--- src/rtl/bp_pkg.sv ---
// rtl/bp_pkg.sv - shared types, counter constants and saturating update for the gshare predictor
package bp_pkg;

    localparam int PHT_G_WIDTH = 9;

    typedef logic [1:0]           ctr2_t;
    typedef logic [PHT_G_WIDTH:0] pht_idx_t;

    localparam ctr2_t CTR_SNT = 2'b00;
    localparam ctr2_t CTR_WNT = 2'b01;
    localparam ctr2_t CTR_WT  = 2'b10;
    localparam ctr2_t CTR_ST  = 2'b11;

    typedef enum logic {
        INIT = 1'b0,
        RUN  = 1'b1
    } pht_state_t;

    function automatic ctr2_t sat_update(input ctr2_t ctr, input logic taken);
        if (taken) begin
            return (ctr == CTR_ST) ? CTR_ST : ctr + 2'd1;
        end
        return (ctr == CTR_SNT) ? CTR_SNT : ctr - 2'd1;
    endfunction

endpackage

--- src/rtl/pht_ram.sv ---
// rtl/pht_ram.sv - counter array with one synchronous read port and one write-first write port
module pht_ram
    import bp_pkg::*;
#(
    parameter int IDX_W = 10
) (
    input  logic             clk,
    input  logic [IDX_W-1:0] rd_addr,
    output ctr2_t            rd_data,
    input  logic             wr_en,
    input  logic [IDX_W-1:0] wr_addr,
    input  ctr2_t            wr_data
);

    ctr2_t mem [0:(1<<IDX_W)-1];

    // A read colliding with this cycle's write returns the value being written.
    always_ff @(posedge clk) begin
        if (wr_en) begin
            mem[wr_addr] <= wr_data;
        end
        if (wr_en && (wr_addr == rd_addr)) begin
            rd_data <= wr_data;
        end else begin
            rd_data <= mem[rd_addr];
        end
    end

endmodule

--- src/rtl/gshare_pht.sv ---
// rtl/gshare_pht.sv - gshare pattern history table: init sweep, registered prediction, RMW update
module gshare_pht
    import bp_pkg::*;
#(
    parameter int          G_WIDTH  = 9,
    parameter int          PC_WIDTH = 32,
    parameter logic [1:0]  INIT_CTR = 2'b01
) (
    input  logic                clk,
    input  logic                reset,
    input  logic [G_WIDTH:0]    globalHistory,
    input  logic [PC_WIDTH-1:0] fetchPC,
    input  logic                predictValid,
    output logic                predictReady,
    output logic                predValid,
    output logic                predTaken,
    output logic [G_WIDTH:0]    predIndex,
    input  logic                updateValid,
    input  logic [G_WIDTH:0]    updateIndex,
    input  logic                updateTaken
);

    localparam int               IDX_W    = G_WIDTH + 1;
    localparam logic [IDX_W-1:0] LAST_IDX = '1;

    pht_state_t       state_q, state_d;
    logic [IDX_W-1:0] sweep_q, sweep_d;
    logic             run;

    logic [IDX_W-1:0] pred_idx;
    logic             predict_fire;
    logic             update_fire;
    ctr2_t            pred_rd;

    logic             u1_valid;
    logic [IDX_W-1:0] u1_idx;
    logic             u1_taken;
    ctr2_t            u1_ctr;
    ctr2_t            u1_next;

    logic             wr_en;
    logic [IDX_W-1:0] wr_addr;
    ctr2_t            wr_data;

    logic             unused_pc;
    assign unused_pc = ^{fetchPC[1:0], fetchPC[PC_WIDTH-1:G_WIDTH+3]};

    always_ff @(posedge clk or posedge reset) begin
        if (reset) begin
            state_q <= INIT;
            sweep_q <= '0;
        end else begin
            state_q <= state_d;
            sweep_q <= sweep_d;
        end
    end

    always_comb begin
        state_d = state_q;
        sweep_d = sweep_q;
        case (state_q)
            INIT: begin
                sweep_d = sweep_q + 1'b1;
                if (sweep_q == LAST_IDX) begin
                    state_d = RUN;
                end
            end
            RUN:     state_d = RUN;
            default: state_d = INIT;
        endcase
    end

    assign run          = (state_q == RUN);
    assign predictReady = run;
    assign pred_idx     = fetchPC[G_WIDTH+2:2] ^ globalHistory;
    assign predict_fire = predictValid && run;
    assign update_fire  = updateValid && run;

    always_ff @(posedge clk or posedge reset) begin
        if (reset) begin
            predValid <= 1'b0;
            predIndex <= '0;
        end else begin
            predValid <= predict_fire;
            if (predict_fire) begin
                predIndex <= pred_idx;
            end
        end
    end

    // Counter bit 1 is the prediction; gated so it reads 0 whenever no result is presented.
    assign predTaken = predValid && (pred_rd >= CTR_WT);

    always_ff @(posedge clk or posedge reset) begin
        if (reset) begin
            u1_valid <= 1'b0;
            u1_idx   <= '0;
            u1_taken <= 1'b0;
        end else begin
            u1_valid <= update_fire;
            if (update_fire) begin
                u1_idx   <= updateIndex;
                u1_taken <= updateTaken;
            end
        end
    end

    assign u1_next = sat_update(u1_ctr, u1_taken);

    // Init sweep owns the write port until RUN; afterwards only the U1 stage writes.
    always_comb begin
        wr_en   = 1'b0;
        wr_addr = sweep_q;
        wr_data = INIT_CTR;
        if (!run) begin
            wr_en = 1'b1;
        end else if (u1_valid) begin
            wr_en   = 1'b1;
            wr_addr = u1_idx;
            wr_data = u1_next;
        end
    end

    // Two identically written copies give the predictor and the update RMW their own read port.
    pht_ram #(.IDX_W(IDX_W)) u_pred_ram (
        .clk     (clk),
        .rd_addr (pred_idx),
        .rd_data (pred_rd),
        .wr_en   (wr_en),
        .wr_addr (wr_addr),
        .wr_data (wr_data)
    );

    pht_ram #(.IDX_W(IDX_W)) u_upd_ram (
        .clk     (clk),
        .rd_addr (updateIndex),
        .rd_data (u1_ctr),
        .wr_en   (wr_en),
        .wr_addr (wr_addr),
        .wr_data (wr_data)
    );

endmodule
--- config.mk ---
export PLATFORM = sky130hd
export DESIGN_NAME = gshare_pht
export DESIGN_NICKNAME = d
export VERILOG_FILES = /design/src/rtl/bp_pkg.sv /design/src/rtl/pht_ram.sv /design/src/rtl/gshare_pht.sv
export SDC_FILE = /design/constraint.sdc
export NUM_CORES = 2
export LEC_CHECK = 0
export BUFFER_PORTS_ARGS = -buffer_cell sky130_fd_sc_hd__buf_2
export CAP_MARGIN = 10
export CORE_AREA = 3 3 490 492
export CTS_CLUSTER_DIAMETER = 60
export CTS_CLUSTER_SIZE = 25
export DETAILED_ROUTE_END_ITERATION = 8
export DIE_AREA = 0 0 493 495
export PLACE_DENSITY = 0.62
export SYNTH_ARGS = -nofsm -noshare
export SYNTH_HDL_FRONTEND = slang
export SYNTH_SLANG_ARGS = --single-unit
export TNS_END_PERCENT = 30
--- constraint.sdc ---
create_clock -name clk -period 51.2 [get_ports clk]
set_input_delay 10.24 -clock clk [delete_from_list [all_inputs] [get_ports clk]]
set_output_delay 10.24 -clock clk [all_outputs]
set_load 0.02 [all_outputs]
==> metrics.cfg <==
[routing]
wirelength_um = 292000
viasPerCell = 6.37
drcViolationCount = 0
vias = 54300
first_iter_violations = 8625
drtAntennaViolNets = 0
drtPass1Iterations = 6
wl_per_cell_um = 34.2

[yosys]
synth.cell_area_mm2 = 0.0942
ys_ff_latch = 2102
syn_inst = 5378
synth_edf_count = 2048
ys_types = 70
ys_warn_count = 0
syn_nets = 5436
ys_dominant_reg_cell = edfxtp_1
synth_area_per_cell_um2 = 17.5
ys_seq_area_frac = 0.666
ys_async_sr_fraction = 0.0162

[floorplanning]
die_w_um = 493
core_mm2 = 0.236
start_util = 0.400
fp-row-count = 178
die_h_um = 495
die-area_mm2 = 0.244
io_pins = 70

[layout]
syn_to_final_growth_pct = 9.31
final-seq-area_mm2 = 0.0628
nFillCells = 20600
drive_gt1_frac = 0.253
fin_util = 0.437
multi_input_area_mm2 = 0.0293
fin_area_mm2 = 0.103
nets = 5305

[clocking]
cts.path.max_buffers = 3
cts_setup_buffers = 0
root_buffer = clkbuf_16
clock_sink_count = 2102
cts_buffers = 148
clock_latency_ns = 0.85
clk_pin_slew_worst_paths_ns = 0.08
cts_tree = yes
post_cts_resized = 0
cts_hold_buf = 0
cts_max_level = 4

[setup_path]
worstPathCellList = buf_4 -> buf_4 -> mux4_2 -> mux4_2 -> mux4_2 -> mux4_2 -> o211ai_1 -> nand2_1 -> buf_2
endpoint_kind = output port
critical-path-top-cell-by-count = mux4_2
crit_arrival_ns = 6.40
critPathSlowestCell = dfxtp_4
max_stage_delay_ns = 0.86
worstSetupPathType = flip-flop to output port
worst-path-max-fanout = 39
worst_setup_path_start_kind = flip-flop
critical_path_required_ns = 40.96

[pwr]
power_density_mw_per_mm2 = 32.2
p_leak_uw = 0.0302
ir_drop_uv = 22.9
power_uw = 3310

[grt]
grt_use_total = 0.237
grt_pass1_wl_um = 411000
grt_overflow_total = 0
antenna_found_initial = 17
first_global_vias = 53700
grt_max_degree = 233

[place]
post-place-ws_ns = 35.30
place_area_mm2 = 0.0974
io_buffers = 47
place_congestion = 0.852
detailed_place_hpwl_um = 169000

[timing]
setup_violations = 0
worst_pin_slew_ns = 1.27
min_period_over_period = 0.325
slew_viol_final = 0
max_slew_margin = 0.154
clock.fmax_mhz = 60.1
rsz0062_at_grt = false
skew_ns = 0.0492
finalWorstSetupSlack_ns = 34.56
period_minus_slack_ns = 16.64
hold_violations = 0
setup_tns_ns = 0

[run_status]
status = complete, no violations

[flow_run]
drv_cap = 0

[min_path]
hp-class = flip-flop to flip-flop

==> cell usage after synthesis, types with 37 or more instances <==
library cell	number	share of area
nor2_1	1073	0.043
mux2i_1	129	0.014
edfxtp_1	2048	0.65
buf_2	79	0.0042
a21oi_1	47	0.0025
o21ai_0	37	0.0020
buf_1	84	0.0033
o22ai_1	42	0.0028
nand3_1	54	0.0029
clkbuf_1	230	0.0092
mux2_2	40	0.0048
nand2_1	204	0.0081
mux4_2	796	0.19
==> worst paths after layout <==
| check | start | endpoint | slack (ns) | cells after the start |
|---|---|---|---|---|
| setup / recovery | flip-flop | predTaken | 34.56 | 9 |
| hold / removal | predIndex[5]$_DFFE_PP0P_ | predIndex[5]$_DFFE_PP0P_ | 0.51 | 1 |
| setup reg to reg | flip-flop | u_upd_ram.mem[81][1]$_DFFE_PP_ | 40.41 | 18 |
| hold reg to reg | predIndex[5]$_DFFE_PP0P_ | predIndex[5]$_DFFE_PP0P_ | 0.51 | 1 |
| max in group asynchronous | reset | u1_idx[0]$_DFFE_PP0P_ | 40.97 | 2 |
| min in group asynchronous | reset | predIndex[3]$_DFFE_PP0P_ | 9.60 | 2 |
==> layout by cell type (no fill, tap or decap), types with 9 or more instances in the layout <==
| cell type | netlist | layout |
|---|---|---|
| o21ai_0 | 37 | 37 |
| o221ai_1 | 33 | 33 |
| a21oi_1 | 47 | 46 |
| dfxtp_4 | 0 | 9 |
| mux2_2 | 40 | 40 |
| a22oi_1 | 31 | 31 |
| mux4_1 | 34 | 34 |
| clkinv_4 | 0 | 14 |
| mux4_2 | 796 | 796 |
| nand2b_1 | 15 | 13 |
| inv_8 | 0 | 22 |
| nand3_1 | 54 | 22 |
| mux2i_1 | 129 | 129 |
| o211ai_1 | 9 | 9 |
| nand2_1 | 204 | 202 |
| nor2_1 | 1073 | 1071 |
| a221oi_1 | 12 | 12 |
| nor2b_1 | 18 | 16 |
| clkinv_8 | 0 | 20 |
| clkbuf_16 | 0 | 153 |
| and3_1 | 17 | 17 |
| xor2_1 | 11 | 11 |
| o22ai_1 | 42 | 42 |
| nor3_1 | 25 | 24 |
| a31oi_1 | 26 | 26 |
| buf_2 | 79 | 47 |
| edfxtp_1 | 2048 | 2048 |
| inv_6 | 0 | 22 |
| dfrtp_1 | 34 | 34 |
| bufinv_16 | 0 | 9 |
| inv_1 | 12 | 10 |
| buf_4 | 24 | 128 |
| clkinvlp_4 | 0 | 11 |
| nand3_4 | 0 | 32 |
| a211oi_1 | 18 | 18 |
| nand3b_1 | 11 | 11 |
==> per-stage QoR <==
| stage | hold WS (ns) | instances |
|---|---|---|
| 2_1_floorplan | 0.485 | 5378 |
| 3_3_place_gp | 0.486 | 8238 |
| 3_5_place_dp | 0.496 | 8238 |
| 4_1_cts | 0.514 | 8515 |
| 5_1_grt | 0.528 | 8527 |
| 6_report | 0.512 | 8530 |
==> flip-flops by register name (all words and copies together), names as in the netlist, named ones only <==
register	flops
u_upd_ram.mem	2046
predIndex	10
sweep_q	10
u1_idx	10
u_pred_ram.mem	2
predValid	1
predictReady	1
u1_taken	1
u1_valid	1
==> worst max-delay path: cells and delay by family, from the launching register on <==
family	cells	cell delay (ns)
DFF	1	0.86
AOI/OAI and AO/OA	1	0.18
buffers and inverters	3	1.85
and+or+nand+nor	1	0.18
muxes	4	2.35
==> power by group <==
part           switching (uW)  leakage [uW]  internal [uW]  total [uW]
clock network             671       0.00255            629        1300
registers                11.8        0.0195           1860        1870
logic                    95.8       0.00813           50.7         147
total                     779        0.0302           2540        3310
==> cell families after synthesis <==
| group | count (synthesis) | synth area share |
|---|---|---|
| buffers and inverters | 485 | 0.0276 |
| flip-flops | 2102 | 0.666 |
| multiplexers | 999 | 0.218 |
| adder cells (fa/ha/maj) | 2 | 0.000252 |
| AND/OR/NAND/NOR | 1456 | 0.0621 |
| XOR/XNOR | 19 | 0.00177 |
| AO/OA/AOI/OAI | 315 | 0.0235 |
==> final cells by class <==
type	instances	area share
timing repair buffer	190	0.0151
inverter	14	0.000559
antenna	6	0.000146
clock buffer	158	0.0374
clock inverter	119	0.0139
tap	3150	0.0383
sequential	2102	0.610
multi-input combinational	2791	0.285
==> metal layers <==
layer / share of wire / track usage / up-vias
li1: - / - / 21400
met5: 0.000092 / 0 / -
met2: 0.47 / 0.368 / 3329
met4: 0.042 / 0.0906 / 4
met1: 0.38 / 0.328 / 29100
met3: 0.11 / 0.0517 / 556
Power figures use the tool's default switching activity.
